## src/rtl/arashi_cache_arb_pkg.sv

```systemverilog
`default_nettype none
// ============================================================================
// Module   : arashi_cache_pkg
// Brief    : Shared types and helpers for the per-thread buffering cache.
// Revision : 1.0 - initial release
// ============================================================================
package arashi_cache_pkg;

    typedef enum logic {RD_SELECT = 1'b0, RD_RR = 1'b1} rd_mode_t;

    localparam int c_DEFAULT_TID_WIDTH = 2;

    // Thread id for the default four-thread configuration
    typedef logic [c_DEFAULT_TID_WIDTH-1:0] tid_t;

    // Occupancy counter must represent 0..DEPTH inclusive
    function automatic int count_width(input int depth_width);
        return depth_width + 1;
    endfunction

endpackage
`default_nettype wire

```

## src/rtl/arashi_cache_arb_if.sv

```systemverilog
`default_nettype none
// ============================================================================
// Module   : arashi_cache_arb_if
// Brief    : Producer/consumer bus of the per-thread buffering cache.
// Revision : 1.0 - initial release
// ============================================================================
interface arashi_cache_arb_if #(
    parameter int DATA_WIDTH       = 32,
    parameter int THREAD_NUM_WIDTH = 2
);
    localparam int c_THREAD_NUM = 1 << THREAD_NUM_WIDTH;

    logic [c_THREAD_NUM-1:0]            w_ena;
    logic [DATA_WIDTH*c_THREAD_NUM-1:0] data_in;
    logic                               rcache;
    logic                               mode;
    logic [THREAD_NUM_WIDTH-1:0]        toread;
    logic                               clear_err;
    logic [DATA_WIDTH-1:0]              data_out;
    logic                               out_valid;
    logic [THREAD_NUM_WIDTH-1:0]        out_tid;
    logic [c_THREAD_NUM-1:0]            avail;
    logic [c_THREAD_NUM-1:0]            full;
    logic [c_THREAD_NUM-1:0]            overflow;
    logic                               rd_err;

    modport master (
        output w_ena, data_in, rcache, mode, toread, clear_err,
        input  data_out, out_valid, out_tid, avail, full, overflow, rd_err
    );

    modport slave (
        input  w_ena, data_in, rcache, mode, toread, clear_err,
        output data_out, out_valid, out_tid, avail, full, overflow, rd_err
    );

endinterface
`default_nettype wire

```

## src/rtl/arashi_cache_arb_thread_fifo.sv

```systemverilog
`default_nettype none
// ============================================================================
// Module   : arashi_thread_fifo
// Brief    : Single-thread FIFO with registered avail/full and drop strobe.
// Revision : 1.0 - initial release
// ============================================================================
module arashi_thread_fifo
    import arashi_cache_pkg::*;
#(
    parameter int DATA_WIDTH  = 32,
    parameter int DEPTH_WIDTH = 2
) (
    input  wire logic                  clk,
    input  wire logic                  rst,
    input  wire logic                  i_push,
    input  wire logic                  i_pop,
    input  wire logic [DATA_WIDTH-1:0] i_din,
    output logic      [DATA_WIDTH-1:0] o_head,
    output logic                       o_avail,
    output logic                       o_full,
    output logic                       o_push_drop
);
    localparam int c_DEPTH = 1 << DEPTH_WIDTH;
    localparam int c_CNT_W = count_width(DEPTH_WIDTH);

    logic [DATA_WIDTH-1:0]  r_mem [c_DEPTH];
    logic [DEPTH_WIDTH-1:0] r_wr_ptr;
    logic [DEPTH_WIDTH-1:0] r_rd_ptr;
    logic [c_CNT_W-1:0]     r_count;
    logic [c_CNT_W-1:0]     w_count_nxt;
    logic                   r_avail;
    logic                   r_full;
    logic                   w_push_ok;

    // A pop in the same cycle frees the slot a full-FIFO push needs
    assign w_push_ok   = i_push && (!r_full || i_pop);
    assign o_push_drop = i_push && r_full && !i_pop;
    assign o_head      = r_mem[r_rd_ptr];
    assign o_avail     = r_avail;
    assign o_full      = r_full;

    always_comb begin
        w_count_nxt = r_count;
        if (w_push_ok && !i_pop) begin
            w_count_nxt = r_count + 1'b1;
        end else if (!w_push_ok && i_pop) begin
            w_count_nxt = r_count - 1'b1;
        end
    end

    always_ff @(posedge clk) begin
        if (rst) begin
            r_wr_ptr <= '0;
            r_rd_ptr <= '0;
            r_count  <= '0;
            r_avail  <= 1'b0;
            r_full   <= 1'b0;
        end else begin
            if (w_push_ok) begin
                r_wr_ptr <= r_wr_ptr + 1'b1;
            end
            if (i_pop) begin
                r_rd_ptr <= r_rd_ptr + 1'b1;
            end
            r_count <= w_count_nxt;
            r_avail <= (w_count_nxt != '0);
            r_full  <= (w_count_nxt == c_CNT_W'(c_DEPTH));
        end
    end

    always_ff @(posedge clk) begin
        if (!rst && w_push_ok) begin
            r_mem[r_wr_ptr] <= i_din;
        end
    end

endmodule
`default_nettype wire

```

## src/rtl/arashi_cache_arb.sv

```systemverilog
`default_nettype none
// ============================================================================
// Module   : arashi_cache_arb
// Brief    : Per-thread FIFOs behind one shared read port (select or RR).
// Revision : 1.0 - initial release
// ============================================================================
module arashi_cache_arb
    import arashi_cache_pkg::*;
#(
    parameter int DATA_WIDTH       = 32,
    parameter int THREAD_NUM_WIDTH = 2,
    parameter int DEPTH_WIDTH      = 2
) (
    input wire logic          clk,
    input wire logic          rst,
    arashi_cache_arb_if.slave bus
);
    localparam int c_THREAD_NUM = 1 << THREAD_NUM_WIDTH;

    logic [DATA_WIDTH-1:0]       w_head [c_THREAD_NUM];
    logic [c_THREAD_NUM-1:0]     w_avail;
    logic [c_THREAD_NUM-1:0]     w_full;
    logic [c_THREAD_NUM-1:0]     w_drop;
    logic [c_THREAD_NUM-1:0]     w_pop;
    rd_mode_t                    w_mode;
    logic [THREAD_NUM_WIDTH-1:0] w_rr_idx;
    logic [THREAD_NUM_WIDTH-1:0] w_rr_sel;
    logic                        w_rr_found;
    logic [THREAD_NUM_WIDTH-1:0] w_sel;
    logic                        w_pop_any;
    logic                        w_rd_err_set;

    logic [DATA_WIDTH-1:0]       r_data_out;
    logic                        r_out_valid;
    logic [THREAD_NUM_WIDTH-1:0] r_out_tid;
    logic [THREAD_NUM_WIDTH-1:0] r_rr_ptr;
    logic [c_THREAD_NUM-1:0]     r_overflow;
    logic                        r_rd_err;

    assign w_mode = rd_mode_t'(bus.mode);

    // First non-empty thread after the last round-robin grant
    always_comb begin
        w_rr_found = 1'b0;
        w_rr_sel   = r_rr_ptr;
        w_rr_idx   = r_rr_ptr;
        for (int k = 1; k <= c_THREAD_NUM; k++) begin
            w_rr_idx = r_rr_ptr + THREAD_NUM_WIDTH'(k);
            if (!w_rr_found && w_avail[w_rr_idx]) begin
                w_rr_found = 1'b1;
                w_rr_sel   = w_rr_idx;
            end
        end
    end

    assign w_sel        = (w_mode == RD_RR) ? w_rr_sel : bus.toread;
    assign w_pop_any    = bus.rcache && w_avail[w_sel];
    assign w_rd_err_set = bus.rcache && (w_mode == RD_SELECT) && !w_avail[bus.toread];

    always_comb begin
        w_pop        = '0;
        w_pop[w_sel] = w_pop_any;
    end

    for (genvar gi = 0; gi < c_THREAD_NUM; gi++) begin : g_thread
        arashi_thread_fifo #(
            .DATA_WIDTH (DATA_WIDTH),
            .DEPTH_WIDTH(DEPTH_WIDTH)
        ) u_fifo (
            .clk        (clk),
            .rst        (rst),
            .i_push     (bus.w_ena[gi]),
            .i_pop      (w_pop[gi]),
            .i_din      (bus.data_in[DATA_WIDTH*gi +: DATA_WIDTH]),
            .o_head     (w_head[gi]),
            .o_avail    (w_avail[gi]),
            .o_full     (w_full[gi]),
            .o_push_drop(w_drop[gi])
        );
    end

    always_ff @(posedge clk) begin
        if (rst) begin
            r_data_out  <= '0;
            r_out_valid <= 1'b0;
            r_out_tid   <= '0;
            r_rr_ptr    <= '1;
            r_overflow  <= '0;
            r_rd_err    <= 1'b0;
        end else begin
            r_out_valid <= w_pop_any;
            if (w_pop_any) begin
                r_data_out <= w_head[w_sel];
                r_out_tid  <= w_sel;
            end
            if (w_pop_any && (w_mode == RD_RR)) begin
                r_rr_ptr <= w_sel;
            end
            // New errors override a simultaneous clear
            r_overflow <= (bus.clear_err ? '0 : r_overflow) | w_drop;
            r_rd_err   <= (bus.clear_err ? 1'b0 : r_rd_err) | w_rd_err_set;
        end
    end

    assign bus.data_out  = r_data_out;
    assign bus.out_valid = r_out_valid;
    assign bus.out_tid   = r_out_tid;
    assign bus.avail     = w_avail;
    assign bus.full      = w_full;
    assign bus.overflow  = r_overflow;
    assign bus.rd_err    = r_rd_err;

endmodule
`default_nettype wire

```

## src/flat_wrapper.sv

```systemverilog
// flat-port wrapper written by rule: the top's interface ports become plain ports
module arashi_cache_arb_flat import arashi_cache_pkg::*;
#(
    parameter int DATA_WIDTH       = 32,
    parameter int THREAD_NUM_WIDTH = 2,
    parameter int DEPTH_WIDTH      = 2
)
  (clk, rst, bus_w_ena, bus_data_in, bus_rcache, bus_mode, bus_toread, bus_clear_err, bus_data_out, bus_out_valid, bus_out_tid, bus_avail, bus_full, bus_overflow, bus_rd_err);
  arashi_cache_arb_if #(.DATA_WIDTH(DATA_WIDTH), .THREAD_NUM_WIDTH(THREAD_NUM_WIDTH)) bus_i ();
  input wire logic clk;
  input wire logic rst;
  input wire logic [$bits(bus_i.w_ena)-1:0] bus_w_ena;
  input wire logic [$bits(bus_i.data_in)-1:0] bus_data_in;
  input wire logic [$bits(bus_i.rcache)-1:0] bus_rcache;
  input wire logic [$bits(bus_i.mode)-1:0] bus_mode;
  input wire logic [$bits(bus_i.toread)-1:0] bus_toread;
  input wire logic [$bits(bus_i.clear_err)-1:0] bus_clear_err;
  output wire logic [$bits(bus_i.data_out)-1:0] bus_data_out;
  output wire logic [$bits(bus_i.out_valid)-1:0] bus_out_valid;
  output wire logic [$bits(bus_i.out_tid)-1:0] bus_out_tid;
  output wire logic [$bits(bus_i.avail)-1:0] bus_avail;
  output wire logic [$bits(bus_i.full)-1:0] bus_full;
  output wire logic [$bits(bus_i.overflow)-1:0] bus_overflow;
  output wire logic [$bits(bus_i.rd_err)-1:0] bus_rd_err;
  assign bus_i.w_ena = bus_w_ena;
  assign bus_i.data_in = bus_data_in;
  assign bus_i.rcache = bus_rcache;
  assign bus_i.mode = bus_mode;
  assign bus_i.toread = bus_toread;
  assign bus_i.clear_err = bus_clear_err;
  assign bus_data_out = bus_i.data_out;
  assign bus_out_valid = bus_i.out_valid;
  assign bus_out_tid = bus_i.out_tid;
  assign bus_avail = bus_i.avail;
  assign bus_full = bus_i.full;
  assign bus_overflow = bus_i.overflow;
  assign bus_rd_err = bus_i.rd_err;
  arashi_cache_arb #(.DATA_WIDTH(DATA_WIDTH), .THREAD_NUM_WIDTH(THREAD_NUM_WIDTH), .DEPTH_WIDTH(DEPTH_WIDTH)) u_core (.clk(clk), .rst(rst), .bus(bus_i));
endmodule
```

## config.mk

```make
export PLATFORM = sky130hd
export DESIGN_NAME = arashi_cache_arb_flat
export DESIGN_NICKNAME = d
export VERILOG_FILES = /design/src/rtl/arashi_cache_arb_pkg.sv /design/src/rtl/arashi_cache_arb_if.sv /design/src/rtl/arashi_cache_arb_thread_fifo.sv /design/src/rtl/arashi_cache_arb.sv /design/src/flat_wrapper.sv
export SDC_FILE = /design/constraint.sdc
export NUM_CORES = 1
export LEC_CHECK = 0
export ABC_AREA = 1
export CAP_MARGIN = 20
export CORE_UTILIZATION = 53
export DETAILED_ROUTE_END_ITERATION = 8
export GPL_ROUTABILITY_DRIVEN = 0
export PLACE_DENSITY_LB_ADDON = 0.05
export SYNTH_ARGS = -nofsm -noshare
export SYNTH_HDL_FRONTEND = slang
export SYNTH_HIERARCHICAL = 1
export SYNTH_SLANG_ARGS = --single-unit
```

## constraint.sdc

```tcl
create_clock -name clk -period 6.5 [get_ports clk]
set_input_delay 0.65 -clock clk [delete_from_list [all_inputs] [get_ports clk]]
set_output_delay 0.65 -clock clk [all_outputs]
set_load 0.02 [all_outputs]
```

==> impl_metrics.ini <==
[sta]
timing.final.hold_violations = 0
worst_slew_margin_rel_pct = 27.9
rsz_0062_raised_after_global_routing = no
timing.final.crit_period_ns = 4.53
setup-violations-final = 0
timing.hold.ws_ns = 0.439
final.period_utilization_pct = 69.7
finalClockSkew_ns = 0.0136
maxSlewViolCount = 0
worst_slack_ns = 1.97
totalNegativeSetupSlack_ns = 0
worstMarginPinSlew_ns = 1.08
timing.fmax_ghz = 0.221

[clock_network]
cts_setup_buffers = 0
cts_tree = yes
cts_buffer_count = 60
clock-root-buffer = sky130_fd_sc_hd__clkbuf_16
cts_repair_resize_count = 0
insertion_delay_to_the_later_sink_of_the_worst_skew_pair_ns = 0.63
cts_buffer_depth = 3
hold_buffers = 0
path_clk_slew_ns = 0.06
clock-sinks = 598
htree_levels = 2

[synth]
syn_area_um2 = 24400
synth_top_cell_area_share_pct = 63.1
avgSynthCellArea_um2 = 11.5
yosysTopAreaCell = sky130_fd_sc_hd__edfxtp_1
synth_enable_flop_cells = 512
synth-seq-cells = 598
synthTopCellsByArea = sky130_fd_sc_hd__edfxtp_1, sky130_fd_sc_hd__dfxtp_1, sky130_fd_sc_hd__nor2_1, sky130_fd_sc_hd__o21ai_0, sky130_fd_sc_hd__nand2_1
ys_warn_count = 6
synth.most_common_cell = sky130_fd_sc_hd__edfxtp_1
yosys.cell_types.count = 30
synth.net_count = 2277
synth_flop_cell = sky130_fd_sc_hd__edfxtp_1
synth-async-reset-ratio_pct = 0
synth_top_cells_by_count = sky130_fd_sc_hd__edfxtp_1, sky130_fd_sc_hd__nor2_1, sky130_fd_sc_hd__nand2_1, sky130_fd_sc_hd__o21ai_0, sky130_fd_sc_hd__inv_1
syn_inst = 2114
ys_seq_area_share_pct = 70.2

[worst_setup_path]
r2r_setup_slack_ns = 1.97
r2r_end = u_core/g_thread[0].u_fifo/r_mem[2][19]
timing.critical_path.from = u_core/r_rr_ptr[0]
setup.worst_path.end_class = register
critPathKind = register to register
worstRegToRegCells = 20
critPathMaxFanout = 37
arrival_ns = 4.83
start_kind = register
cp.required_ns = 6.80
regToRegStartpoint = u_core/r_rr_ptr[0]

[route]
wl_um = 60700
drt_iter0_markers = 1588
antenna_violating_nets_remaining = 0
remaining_routing_drc_violations = 0
via_count = 16313
dr.pass1.iters = 5
drt-wirelength-per-cell_um = 20.7
route.detailed.vias_per_inst = 5.57

[floorplan]
placementRows = 78
die_area_um2 = 46800
starting_density_pct = 53.7
pin_count = 187
fp.dieW_um = 216
core_area_um2 = 45400
die_height_um = 216

[global_routing]
grt-ovfl-total = 0
first_global_vias = 15377
total_grt_usage_pct = 25.7
global_route_wire_length_before_repair_um = 89700
antenna_found_initial = 0
grt_max_degree = 82

[flow_run]
cap_violations = 0

[min_path]
hold_path.class = register to register
worstHoldEndpoint = u_core/g_thread[0].u_fifo/r_rd_ptr[1]
min-delay-start = u_core/g_thread[0].u_fifo/r_rd_ptr[1]
timing.hold.worst_path_depth = 1

[power]
power.ir.vdd_worst_v = 0.000228
leakage_uw = 0.0105
power_uw = 9250
p_per_area_nw_per_um2 = 323

[layout]
flow.area_growth_from_synthesis_pct = 17.6
fill_cells = 3571
antenna-diode-count = 0
nNetsFinal = 2445
post-route-cell-area_um2 = 28600
multiInputGateArea_um2 = 5960
final_layout_size_suffix_gt1_share_pct = 7.25
regArea_um2 = 17100

[status]
status = completed

[place]
port_buffers = 186
place_worst_setup_slack_ns = 1.82
dpl-instance-area_um2 = 26600
dp.final_hpwl_um = 38100
-- how the worst max path moves through the flow --
stage,slack [ns],to,depth (start not counted)
after global routing,1.65,u_core/g_thread[0].u_fifo/r_mem[2][25],20
final,1.97,u_core/g_thread[0].u_fifo/r_mem[2][19],20
after CTS,2.05,u_core/g_thread[0].u_fifo/r_mem[2][26],20
after global placement,1.86,u_core/g_thread[0].u_fifo/r_mem[0][27],15
after floorplan,2.51,u_core/g_thread[3].u_fifo/r_mem[0][0],13
after detailed placement,1.82,u_core/g_thread[0].u_fifo/r_mem[2][27],15
-- worst max-delay path, cell delays in order (launching register included) --
cell	delay (ns)
sky130_fd_sc_hd__dfxtp_1	0.55
sky130_fd_sc_hd__inv_2	0.17
sky130_fd_sc_hd__nand2_1	0.12
sky130_fd_sc_hd__o21ai_1	0.07
sky130_fd_sc_hd__nand2_1	0.07
sky130_fd_sc_hd__nand2_1	0.06
sky130_fd_sc_hd__nand2_1	0.06
sky130_fd_sc_hd__o21a_1	0.12
sky130_fd_sc_hd__buf_4	0.39
sky130_fd_sc_hd__inv_2	0.04
sky130_fd_sc_hd__buf_4	0.27
sky130_fd_sc_hd__nand3_2	0.16
sky130_fd_sc_hd__nand3_2	0.07
sky130_fd_sc_hd__inv_1	0.08
sky130_fd_sc_hd__nand3_1	0.11
sky130_fd_sc_hd__inv_1	0.22
sky130_fd_sc_hd__inv_2	0.10
sky130_fd_sc_hd__a21oi_4	0.17
sky130_fd_sc_hd__nand2_1	0.17
sky130_fd_sc_hd__nor2_2	0.72
sky130_fd_sc_hd__buf_4	0.41
-- routing by layer --
metal	GRT usage (%)	wire, um	up-vias
met2	43.3	30400	522
met4	9.55	1970	0
li1	-	-	7776
met1	33.9	24700	7916
met5	0	0	-
met3	3.71	3680	99
-- where the power goes --
| group | internal, uW | switching, uW | leakage (uW) | total [uW] |
|---|---|---|---|---|
| Clock | 2080 | 1410 | 0.000974 | 3500 |
| Combinational | 434 | 877 | 0.00420 | 1310 |
| Sequential | 4340 | 98.9 | 0.00536 | 4440 |
| Total | 6860 | 2390 | 0.0105 | 9250 |
-- cells by family after synthesis --
logic type | after synthesis | synth area share, %
DFF | 598 | 70.2
AOI/OAI and AO/OA | 494 | 11.7
and+or+nand+nor | 698 | 11.4
adders and majority gates | 24 | 1.23
buffers and inverters | 300 | 5.55
-- through the flow --
stage	util [%]	instances
2_1_floorplan	-	2114
3_3_place_gp	58.7	2819
3_5_place_dp	58.7	2819
4_1_cts	63.1	2930
5_1_grt	63.1	2931
6_report	63.1	2931
-- cells in the final DEF, fill, tap and decap left out, types with 17 or more instances in the layout --
master / count
sky130_fd_sc_hd__a21oi_1: 20
sky130_fd_sc_hd__buf_4: 29
sky130_fd_sc_hd__clkbuf_16: 61
sky130_fd_sc_hd__clkdlybuf4s50_1: 186
sky130_fd_sc_hd__dfxtp_1: 82
sky130_fd_sc_hd__edfxtp_1: 512
sky130_fd_sc_hd__ha_1: 24
sky130_fd_sc_hd__inv_1: 173
sky130_fd_sc_hd__nand2_1: 263
sky130_fd_sc_hd__nand3_1: 42
sky130_fd_sc_hd__nor2_1: 349
sky130_fd_sc_hd__nor2_2: 17
sky130_fd_sc_hd__o211ai_1: 65
sky130_fd_sc_hd__o21ai_0: 256
sky130_fd_sc_hd__o21ai_1: 19
sky130_fd_sc_hd__o22ai_1: 128
-- registers in the layout, summed over array words and instances (netlist names), named ones only --
name and cells:
u_core/r_rr_ptr 2, u_core/bus.out_tid 2, u_core/g_thread.u_fifo/o_avail 4, u_core/bus.rd_err 1, u_core/bus.overflow 4, u_core/g_thread.u_fifo/o_full 4, u_core/g_thread.u_fifo/r_count 12, u_core/bus.data_out 32
u_core/g_thread.u_fifo/r_mem 512, u_core/g_thread.u_fifo/r_wr_ptr 8, u_core/bus.out_valid 1, u_core/g_thread.u_fifo/r_rd_ptr 8
-- layout make-up --
type                            instances  area share, %
Clock buffer                           77           5.57
Clock inverter                         34           1.39
Inverter                              190           2.55
Multi-Input combinational cell       1216           20.8
Sequential cell                       598           59.7
Tap cell                              600           2.62
Timing Repair Buffer                  216           7.36
No activity file was read; power rests on OpenSTA's default activity.
